--- config.mk ---
export PLATFORM = sky130hd
export DESIGN_NAME = fir_load_ctrl_flat
export DESIGN_NICKNAME = d
export VERILOG_FILES = /design/src/rtl/fir_load_ctrl_if.sv /design/src/rtl/fir_load_ctrl.sv /design/src/flat_wrapper.sv
export SDC_FILE = /design/constraint.sdc
export NUM_CORES = 1
export LEC_CHECK = 0
export CAP_MARGIN = 20
export CORE_ASPECT_RATIO = 1.1
export CORE_MARGIN = 2
export CORE_UTILIZATION = 55
export CTS_BUF_LIST = sky130_fd_sc_hd__clkbuf_16
export CTS_CLUSTER_SIZE = 28
export DETAILED_ROUTE_END_ITERATION = 7
export PLACE_DENSITY = 0.93
export SLEW_MARGIN = 15
export SYNTH_ARGS = -nofsm -noshare
export SYNTH_HDL_FRONTEND = slang
export SYNTH_SLANG_ARGS = --single-unit
--- constraint.sdc ---
create_clock -name clk -period 2.8 [get_ports clk]
set_input_delay 0.42 -clock clk [delete_from_list [all_inputs] [get_ports clk]]
set_output_delay 0.42 -clock clk [all_outputs]
set_load 0.05 [all_outputs]
--- src/rtl/fir_load_ctrl_if.sv ---
// Host-side bus for fir_load_ctrl: coefficient configuration port plus the
// valid/ready sample stream feeding the FIR.
interface fir_load_ctrl_if #(
  parameter int W1 = 8,
  parameter int AW = 2
);
  logic                 cfg_we;
  logic [AW-1:0]        cfg_addr;
  logic signed [W1-1:0] cfg_data;
  logic                 cfg_commit;
  logic                 cfg_busy;
  logic                 s_valid;
  logic signed [W1-1:0] s_data;
  logic                 s_ready;

  modport master (
    output cfg_we, cfg_addr, cfg_data, cfg_commit, s_valid, s_data,
    input  cfg_busy, s_ready
  );

  modport slave (
    input  cfg_we, cfg_addr, cfg_data, cfg_commit, s_valid, s_data,
    output cfg_busy, s_ready
  );
endinterface

--- src/rtl/fir_load_ctrl.sv ---
// Coefficient-load sequencer for a transposed-form FIR: shadow bank, serial
// coefficient shift, pipeline flush, sample throttling and output-valid tracking.
module fir_load_ctrl #(
  parameter int W1 = 8,
  parameter int L  = 3,
  parameter int AW = 2
) (
  input  logic                 clk,
  input  logic                 reset_n,
  fir_load_ctrl_if.slave       bus,
  output logic                 fir_load_x,
  output logic signed [W1-1:0] fir_x,
  output logic signed [W1-1:0] fir_c,
  output logic                 y_valid,
  output logic                 err_underrun,
  output logic                 err_cfg,
  input  logic                 err_clr
);
  localparam int CW = $clog2(L + 1);

  typedef enum logic [1:0] {ST_RUN, ST_LOAD, ST_FLUSH} state_t;

  state_t               state_reg;
  logic [CW-1:0]        k_reg;
  logic [CW-1:0]        flush_cnt_reg;
  logic                 load_x_reg;
  logic signed [W1-1:0] x_reg;
  logic signed [W1-1:0] c_reg;
  logic [2:0]           accept_dly_reg;
  logic                 err_underrun_reg;
  logic                 err_cfg_reg;

  logic [L*W1-1:0]      shadow_flat;
  logic signed [W1-1:0] shadow_sel;
  logic                 run;
  logic                 accept;
  logic                 addr_ok;
  logic                 write_ok;

  assign run         = (state_reg == ST_RUN);
  assign bus.s_ready  = run;
  assign bus.cfg_busy = !run;
  assign accept      = bus.s_valid && run;
  assign write_ok    = bus.cfg_we && run && addr_ok;

  always_comb begin
    addr_ok    = 1'b0;
    shadow_sel = '0;
    for (int i = 0; i < L; i++) begin
      if (bus.cfg_addr == AW'(i)) addr_ok = 1'b1;
      if (k_reg == CW'(i)) shadow_sel = shadow_flat[i*W1 +: W1];
    end
  end

  // One register per shadow entry; only legal RUN-time writes land here.
  for (genvar gi = 0; gi < L; gi++) begin : g_shadow
    logic signed [W1-1:0] coef_reg;

    always_ff @(posedge clk or negedge reset_n) begin
      if (!reset_n) begin
        coef_reg <= '0;
      end else if (write_ok && bus.cfg_addr == AW'(gi)) begin
        coef_reg <= bus.cfg_data;
      end
    end

    assign shadow_flat[gi*W1 +: W1] = coef_reg;
  end

  always_ff @(posedge clk or negedge reset_n) begin
    if (!reset_n) begin
      state_reg     <= ST_RUN;
      k_reg         <= '0;
      flush_cnt_reg <= '0;
      load_x_reg    <= 1'b1;
      x_reg         <= '0;
      c_reg         <= '0;
    end else begin
      case (state_reg)
        ST_RUN: begin
          load_x_reg <= 1'b1;
          x_reg      <= bus.s_valid ? bus.s_data : '0;
          if (bus.cfg_commit) begin
            state_reg <= ST_LOAD;
            k_reg     <= '0;
          end
        end
        ST_LOAD: begin
          // shadow[0] goes out first so it settles in the filter's c[0]
          load_x_reg <= 1'b0;
          x_reg      <= '0;
          c_reg      <= shadow_sel;
          if (k_reg == CW'(L - 1)) begin
            state_reg     <= ST_FLUSH;
            k_reg         <= '0;
            flush_cnt_reg <= '0;
          end else begin
            k_reg <= k_reg + CW'(1);
          end
        end
        ST_FLUSH: begin
          // L+1 zero samples clear x and every adder stage of the filter
          load_x_reg <= 1'b1;
          x_reg      <= '0;
          if (flush_cnt_reg == CW'(L)) begin
            state_reg     <= ST_RUN;
            flush_cnt_reg <= '0;
          end else begin
            flush_cnt_reg <= flush_cnt_reg + CW'(1);
          end
        end
        default: begin
          state_reg <= ST_RUN;
        end
      endcase
    end
  end

  // Accepted sample reaches a[0] three edges after acceptance.
  always_ff @(posedge clk or negedge reset_n) begin
    if (!reset_n) begin
      accept_dly_reg   <= '0;
      err_underrun_reg <= 1'b0;
      err_cfg_reg      <= 1'b0;
    end else begin
      accept_dly_reg <= {accept_dly_reg[1:0], accept};
      if (err_clr) begin
        err_underrun_reg <= 1'b0;
        err_cfg_reg      <= 1'b0;
      end else begin
        if (run && !bus.s_valid) err_underrun_reg <= 1'b1;
        if (bus.cfg_we && !(run && addr_ok)) err_cfg_reg <= 1'b1;
      end
    end
  end

  assign fir_load_x   = load_x_reg;
  assign fir_x        = x_reg;
  assign fir_c        = c_reg;
  assign y_valid      = accept_dly_reg[2];
  assign err_underrun = err_underrun_reg;
  assign err_cfg      = err_cfg_reg;
endmodule

--- src/flat_wrapper.sv ---
// flat-port wrapper written by rule: the top's interface ports become plain ports
module fir_load_ctrl_flat 
#(
  parameter int W1 = 8,
  parameter int L  = 3,
  parameter int AW = 2
)
  (clk, reset_n, fir_load_x, fir_x, fir_c, y_valid, err_underrun, err_cfg, err_clr, bus_cfg_we, bus_cfg_addr, bus_cfg_data, bus_cfg_commit, bus_s_valid, bus_s_data, bus_cfg_busy, bus_s_ready);
  fir_load_ctrl_if #(.W1(W1), .AW(AW)) bus_i ();
  input  logic clk;
  input  logic reset_n;
  output logic fir_load_x;
  output logic signed [W1-1:0] fir_x;
  output logic signed [W1-1:0] fir_c;
  output logic y_valid;
  output logic err_underrun;
  output logic err_cfg;
  input  logic err_clr;
  input wire logic [$bits(bus_i.cfg_we)-1:0] bus_cfg_we;
  input wire logic [$bits(bus_i.cfg_addr)-1:0] bus_cfg_addr;
  input wire logic [$bits(bus_i.cfg_data)-1:0] bus_cfg_data;
  input wire logic [$bits(bus_i.cfg_commit)-1:0] bus_cfg_commit;
  input wire logic [$bits(bus_i.s_valid)-1:0] bus_s_valid;
  input wire logic [$bits(bus_i.s_data)-1:0] bus_s_data;
  output wire logic [$bits(bus_i.cfg_busy)-1:0] bus_cfg_busy;
  output wire logic [$bits(bus_i.s_ready)-1:0] bus_s_ready;
  assign bus_i.cfg_we = bus_cfg_we;
  assign bus_i.cfg_addr = bus_cfg_addr;
  assign bus_i.cfg_data = bus_cfg_data;
  assign bus_i.cfg_commit = bus_cfg_commit;
  assign bus_i.s_valid = bus_s_valid;
  assign bus_i.s_data = bus_s_data;
  assign bus_cfg_busy = bus_i.cfg_busy;
  assign bus_s_ready = bus_i.s_ready;
  fir_load_ctrl #(.W1(W1), .L(L), .AW(AW)) u_core (.clk(clk), .reset_n(reset_n), .bus(bus_i), .fir_load_x(fir_load_x), .fir_x(fir_x), .fir_c(fir_c), .y_valid(y_valid), .err_underrun(err_underrun), .err_cfg(err_cfg), .err_clr(err_clr));
endmodule
==> results.cfg, run 1 <==
[status]
status = finished, final reports clean

[sta]
period_share = 0.926
period_needed_ps = 2590
fin_setup_tns_ps = 0
rsz0062_at_grt = no
worst_slew_pin_slew_ps = 638
fmax_ghz = 0.386
finClkSkew_ps = 5.82
setup_viol = 0
relSlewSlack = 0.574
hold_viol = 0
finalMaxSlewViolations = 0

[synth]
syn_nets = 217
synthAdderAreaFrac = 0.0328
syn_area_per_cell_um2 = 12.2
ys_ff_latch = 52
syn-instance-count = 187
synth_cell_types = 29
netlist_area_um2 = 2290
yosysSeqAreaShare = 0.569
synth-compound-area-share = 0.0864
synth_warnings = 0
synth-xor-area-share = 0
synth_mux_area_frac = 0.177
synth_top_family_by_area = multiplexers
synth-simple-area-share = 0.106

[floorplan]
die_w_um = 65.5
start_util = 0.573
die_h_um = 71.6
core_um2 = 3990
die_area_um2 = 4690
io_pins = 46
num_rows = 24

[detailed_routing]
drt_iter0_drc = 85
vias = 1559
drc = 0
highest_layer = met4
wl_met1_um = 1960
wirelength_um = 4530
wl_per_cell_um = 15.9
drtAntennaViolNets = 0
drt-vias-per-instance = 5.45
wl_met2_um = 2230
wl_met3_um = 272
dr.pass1.iters = 4

[placement]
place_congestion = 0.767
hpwl_um = 3090
dp_cells = 278
port_buffers = 45

[final_layout]
multi_input_area_um2 = 920
antenna_cells = 0
nets = 263
layout_common_cells = dfrtp_1 (51), clkdlybuf4s50_1 (44), mux2_2 (32)
final_common_cell = dfrtp_1
syn_to_final_growth_pct = 27.1
drive_gt1_frac = 0.214
fill_cells = 273
regArea_um2 = 1300
stdcell_count = 286
largest_reg_flops = 24

[setup_path]
start_kind = flop
rrSetupSlack_ps = 800
path_max_fanout = 9
cp-end-kind = output port
path_class = flop to output port
max_stage_delay_ps = 890
crit_chain = inv_1, ha_1, clkdlybuf4s50_1
worst_ep_required_time_ps = 2380
crit_family = buffers and inverters
critical_path_buf_inv_count = 2
arrival_ps = 2170
critPathSlowestCell = clkdlybuf4s50_1

[clocking]
clk_pin_slew_ps = 60
clockRootBuffer = clkbuf_16
clock_latency_ps = 290
cts_inserted_buffers = 5
cts_sinks = 52
post_cts_resize_count = 0
clockBufferDepth = 2
post_cts_buffers = 0
ctsHoldBuffers = 0
cts_tree = yes
htree_levels = 2

[global_route]
antenna_found_initial = 0
track_usage = 0.221
grt_pass1_vias = 1642
globalRouteOverflowTotal = 0
grt_pass1_wl_um = 7730
grt_max_degree = 36

[job]
cap_violations = 0

[worst_hold_path]
hold_path.class = input port to asynchronous set/reset pin

[power_and_ir_drop]
p_leak_nw = 1.28
peakVddDrop_mv = 0.708
powerDensity_nw_per_um2 = 1250
stage by stage:
step | utilization | power (mW) | cell area [um^2] | setup slack (ps) | hold slack, ps
2_1_floorplan | - | 2.56 | 2290 | 712 | 124
3_3_place_gp | 0.694 | 2.99 | 2770 | 622 | 339
3_5_place_dp | 0.694 | 3.06 | 2770 | 548 | 347
4_1_cts | 0.728 | 3.64 | 2910 | 223 | 68.5
5_1_grt | 0.728 | 3.84 | 2910 | 120 | 85.9
6_report | 0.728 | 3.62 | 2910 | 207 | 51.4
cell families after synthesis:
family                   count (synthesis)
flip-flops                              52
multiplexers                            36
AND/OR/NAND/NOR                         50
buffers and inverters                   14
adder cells (fa/ha/maj)                  6
AO/OA/AOI/OAI                           29
area by class of cell:
cell class | count | share of cell area
repair buffers | 47 | 0.158
multi-input cells | 121 | 0.316
clock inverters | 3 | 0.00387
clock buffers | 5 | 0.0430
inverters | 6 | 0.00775
flip-flops and latches | 52 | 0.448
well taps | 52 | 0.0224
where the power goes:
part	total (mW)	switching [mW]	internal, mW	leakage, nW
logic	1.75	1.03	0.721	0.569
registers	1.31	0.210	1.10	0.640
clock network	0.562	0.241	0.321	0.0738
total	3.62	1.48	2.14	1.28
metal layers:
layer  up-vias  GRT usage
met3        10     0.0534
met2        58      0.370
met4         0     0.0995
met1       752      0.272
met5         -          0
li1        739          -
worst reg2reg max path: stages (launching register included):
cell and delay (ps):
dfrtp_1 420, inv_1 130, ha_1 440, nand2_2 120, nor3_4 390, mux2_2 390
worst paths after layout:
kind | cells past startpoint | endpoint | startpoint
worst min register to register | 0 | u_core.accept_dly_reg[2]$_DFF_PN0_ | u_core.accept_dly_reg[1]$_DFF_PN0_
worst max-delay path | 3 | bus_s_ready | u_core.state_reg[0]$_DFFE_PN0P_
worst min-delay path | 1 | u_core.accept_dly_reg[0]$_DFF_PN0_ | reset_n
max in group asynchronous | 2 | u_core.fir_load_x$_DFFE_PN1P_ | reset_n
min in group clk | 0 | u_core.accept_dly_reg[2]$_DFF_PN0_ | u_core.accept_dly_reg[1]$_DFF_PN0_
worst max register to register | 5 | u_core.g_shadow[0].coef_reg[1]$_DFFE_PN0P_ | u_core.state_reg[0]$_DFFE_PN0P_
cells in the mapped netlist:
cell type	number	share of area
a32o_1	2	0.0088
nor2b_1	2	0.0055
o21ai_0	8	0.018
clkbuf_1	5	0.0082
nand2b_1	2	0.0055
buf_6	1	0.0049
buf_2	1	0.0022
clkinv_1	1	0.0016
o21ai_1	1	0.0022
and2b_4	1	0.0044
nand4b_2	2	0.013
ha_1	6	0.033
mux2_2	32	0.16
mux2_4	1	0.0066
inv_1	4	0.0066
dfrtp_1	51	0.56
nor2_1	18	0.030
nand2_2	1	0.0027
nand2_1	23	0.038
o221a_4	1	0.0088
dfstp_2	1	0.011
mux2i_1	3	0.013
inv_2	1	0.0016
nor3_4	1	0.0071
o41ai_1	2	0.0077
a21oi_1	10	0.022
a221oi_1	4	0.015
buf_4	1	0.0033
a21bo_2	1	0.0044
(Power assumes the default switching activity.)
==> inputs of run 2 (changes only) <==
ABC_AREA = 0   (was default)
==> results of run 2 <==
Final layout, timing and power as in run 1 (identical DEF).
==> RTL edit, RTL diff (settings of run 1) <==
The 3 states of `state_t` get a one-hot encoding in 3 bits.
--- a/src/rtl/fir_load_ctrl.sv
+++ b/src/rtl/fir_load_ctrl.sv
@@ -19,5 +19,5 @@
   localparam int CW = $clog2(L + 1);
 
-  typedef enum logic [1:0] {ST_RUN, ST_LOAD, ST_FLUSH} state_t;
+  typedef enum logic [2:0] {ST_RUN = 3'b001, ST_LOAD = 3'b010, ST_FLUSH = 3'b100} state_t;
 
   state_t               state_reg;
Formal check against the unedited RTL: no difference found for any inputs over 10 cycles, from zero or initial values and one cycle with reset_n low; not proved beyond that.
==> RTL edit against run 1 <==
- sequential cell count is 1 higher
- global-route usage grew 0.24 points
- cell area up 1.1%
- cell count shrank 8.0%
- maximum frequency shrank 1.3%
- setup slack got worse by 35 ps
- synthesized area fell by 0.66%
- total power rose by 0.81%
- synthesized cell count is 13% lower
- wire length is 4.3% higher
- critical path type unchanged
- critical endpoint unchanged
- largest cell class unchanged
- highest routed layer unchanged
==> RTL edit: results (changes against run 1) <==
* Post-Route Utilization at 74.1% (was 72.8%)
* Slew Limit Fails at 0 (unchanged)
* WP data arrival at 2210 ps (was 2170 ps)
* Asr flop ratio synth at 100% (unchanged)
* Placed Area at 2770 µm² (about the same)
* Total routed wirelength at 4730 µm (was 4530 µm)
* First-pass GRT wire length at 7780 µm (was 7730 µm)
* Post-DR vias/cell at 5.61 (was 5.45)
* IR drop worst, VDD at 0.661 mV (was 0.708 mV)
* Detailed placer's ending HPWL at 3260 µm (was 3090 µm)
* Global placement routability congestion at 0.775 (was 0.767)
* Nets at 235 (was 263)
* Status: complete, no violations (unchanged)
* Seq/Total Area, Yosys at 58.5% (was 56.9%)
* All-Layer GR Usage at 22.3% (was 22.1%)
* Worst Path Max Fanout at 12 (was 9)
* Slowest CP cell: clkdlybuf4s50_1 (unchanged)
* Vias in the first global route at 1604 (was 1642)
* Top cells by count, synth: 51 x dfrtp_1, 32 x mux2_2, 12 x a22o_1 (was 51 x dfrtp_1, 32 x mux2_2, 23 x nand2_1)
* Largest net degree at the start of global routing at 29 (was 36)
* Post-synthesis net count at 187 (was 217)
* CTS buffer count at 5 (unchanged)
* Share of layout cells above drive strength 1 at 24.6% (was 21.4%)
* Detailed Route Iter0 Violations at 83 (was 85)
* Fin Clk Skew at 5.28 ps (was 5.82 ps)
* Post-synth cell types at 30 (was 29)
* Port bufs at 45 (unchanged)
* Overflow after GRT at 0 (unchanged)
* Pleak at 1.27 nW (was 1.28 nW)
* Relative slew slack at 50.2% (was 57.4%)
* Cells on worst reg2reg path at 3 (was 5)
* Crit-path max cell delay at 870 ps (was 890 ps)
* Synth top area cells: dfrtp_1 56%, mux2_2 16%, a22o_1 4.6% (was dfrtp_1 56%, mux2_2 16%, nand2_1 3.8%)
* Fill cells at 273 (unchanged)
RTL edit: final timing paths:
check | to | slack (ps) | start
max reg2reg | u_core.g_shadow[1].coef_reg[2] | 880 | u_core.state_reg[0]
min in group clk | u_core.accept_dly_reg[1] | 340 | u_core.accept_dly_reg[0]
max | bus_s_ready | 170 | u_core.state_reg[0]
min reg2reg | u_core.accept_dly_reg[1] | 340 | u_core.accept_dly_reg[0]
min | u_core.fir_x[1] | 130 | reset_n
max in group asynchronous | u_core.g_shadow[1].coef_reg[0] | 2020 | reset_n
RTL edit: cell type report:
type	count	area share, %
tap	52	2.21
timing repair buffer	47	15.7
multi-input combinational	97	30.3
inverter	6	0.766
clock buffer	5	4.26
sequential	53	45.2
clock inverter	3	1.58
RTL edit: metrics by stage:
step | cells | setup slack (ps)
floorplan | 162 | 625
global placement | 255 | 525
detailed placement | 255 | 487
CTS | 263 | 166
global route | 263 | 56.2
finish | 263 | 172
RTL edit: per-layer routing:
metal | wire length (µm) | GRT usage [%] | vias up
met5 | 0 | 0 | -
met4 | 71 | 9.72 | 0
met3 | 161 | 5.18 | 8
met2 | 2540 | 36.8 | 34
met1 | 1960 | 28.2 | 750
li1 | - | - | 684
RTL edit: kinds of logic (layout without fill, tap and decap cells):
family	Yosys count	in the layout	share of synthesized area, %
flip-flops	53	53	58.5
AO/OA/AOI/OAI	32	32	11.0
buffers and inverters	12	61	2.31
multiplexers	42	42	20.3
adder cells (fa/ha/maj)	1	1	0.551
AND/OR/NAND/NOR	22	22	7.44
RTL edit: power by group:
group | switching [W] | internal [W] | total [W] | leakage, nW
clock network | 0.000273 | 0.000423 | 0.000696 | 0.0800
logic | 0.000896 | 0.000681 | 0.00158 | 0.530
registers | 0.000262 | 0.00111 | 0.00138 | 0.660
total | 0.00143 | 0.00222 | 0.00365 | 1.27
RTL edit: worst register-to-register path, delay by kind of cell (launching register included):
family,cells,cell delay (ps)
AND/OR/NAND/NOR,2,760
flip-flops,1,650
multiplexers,1,390
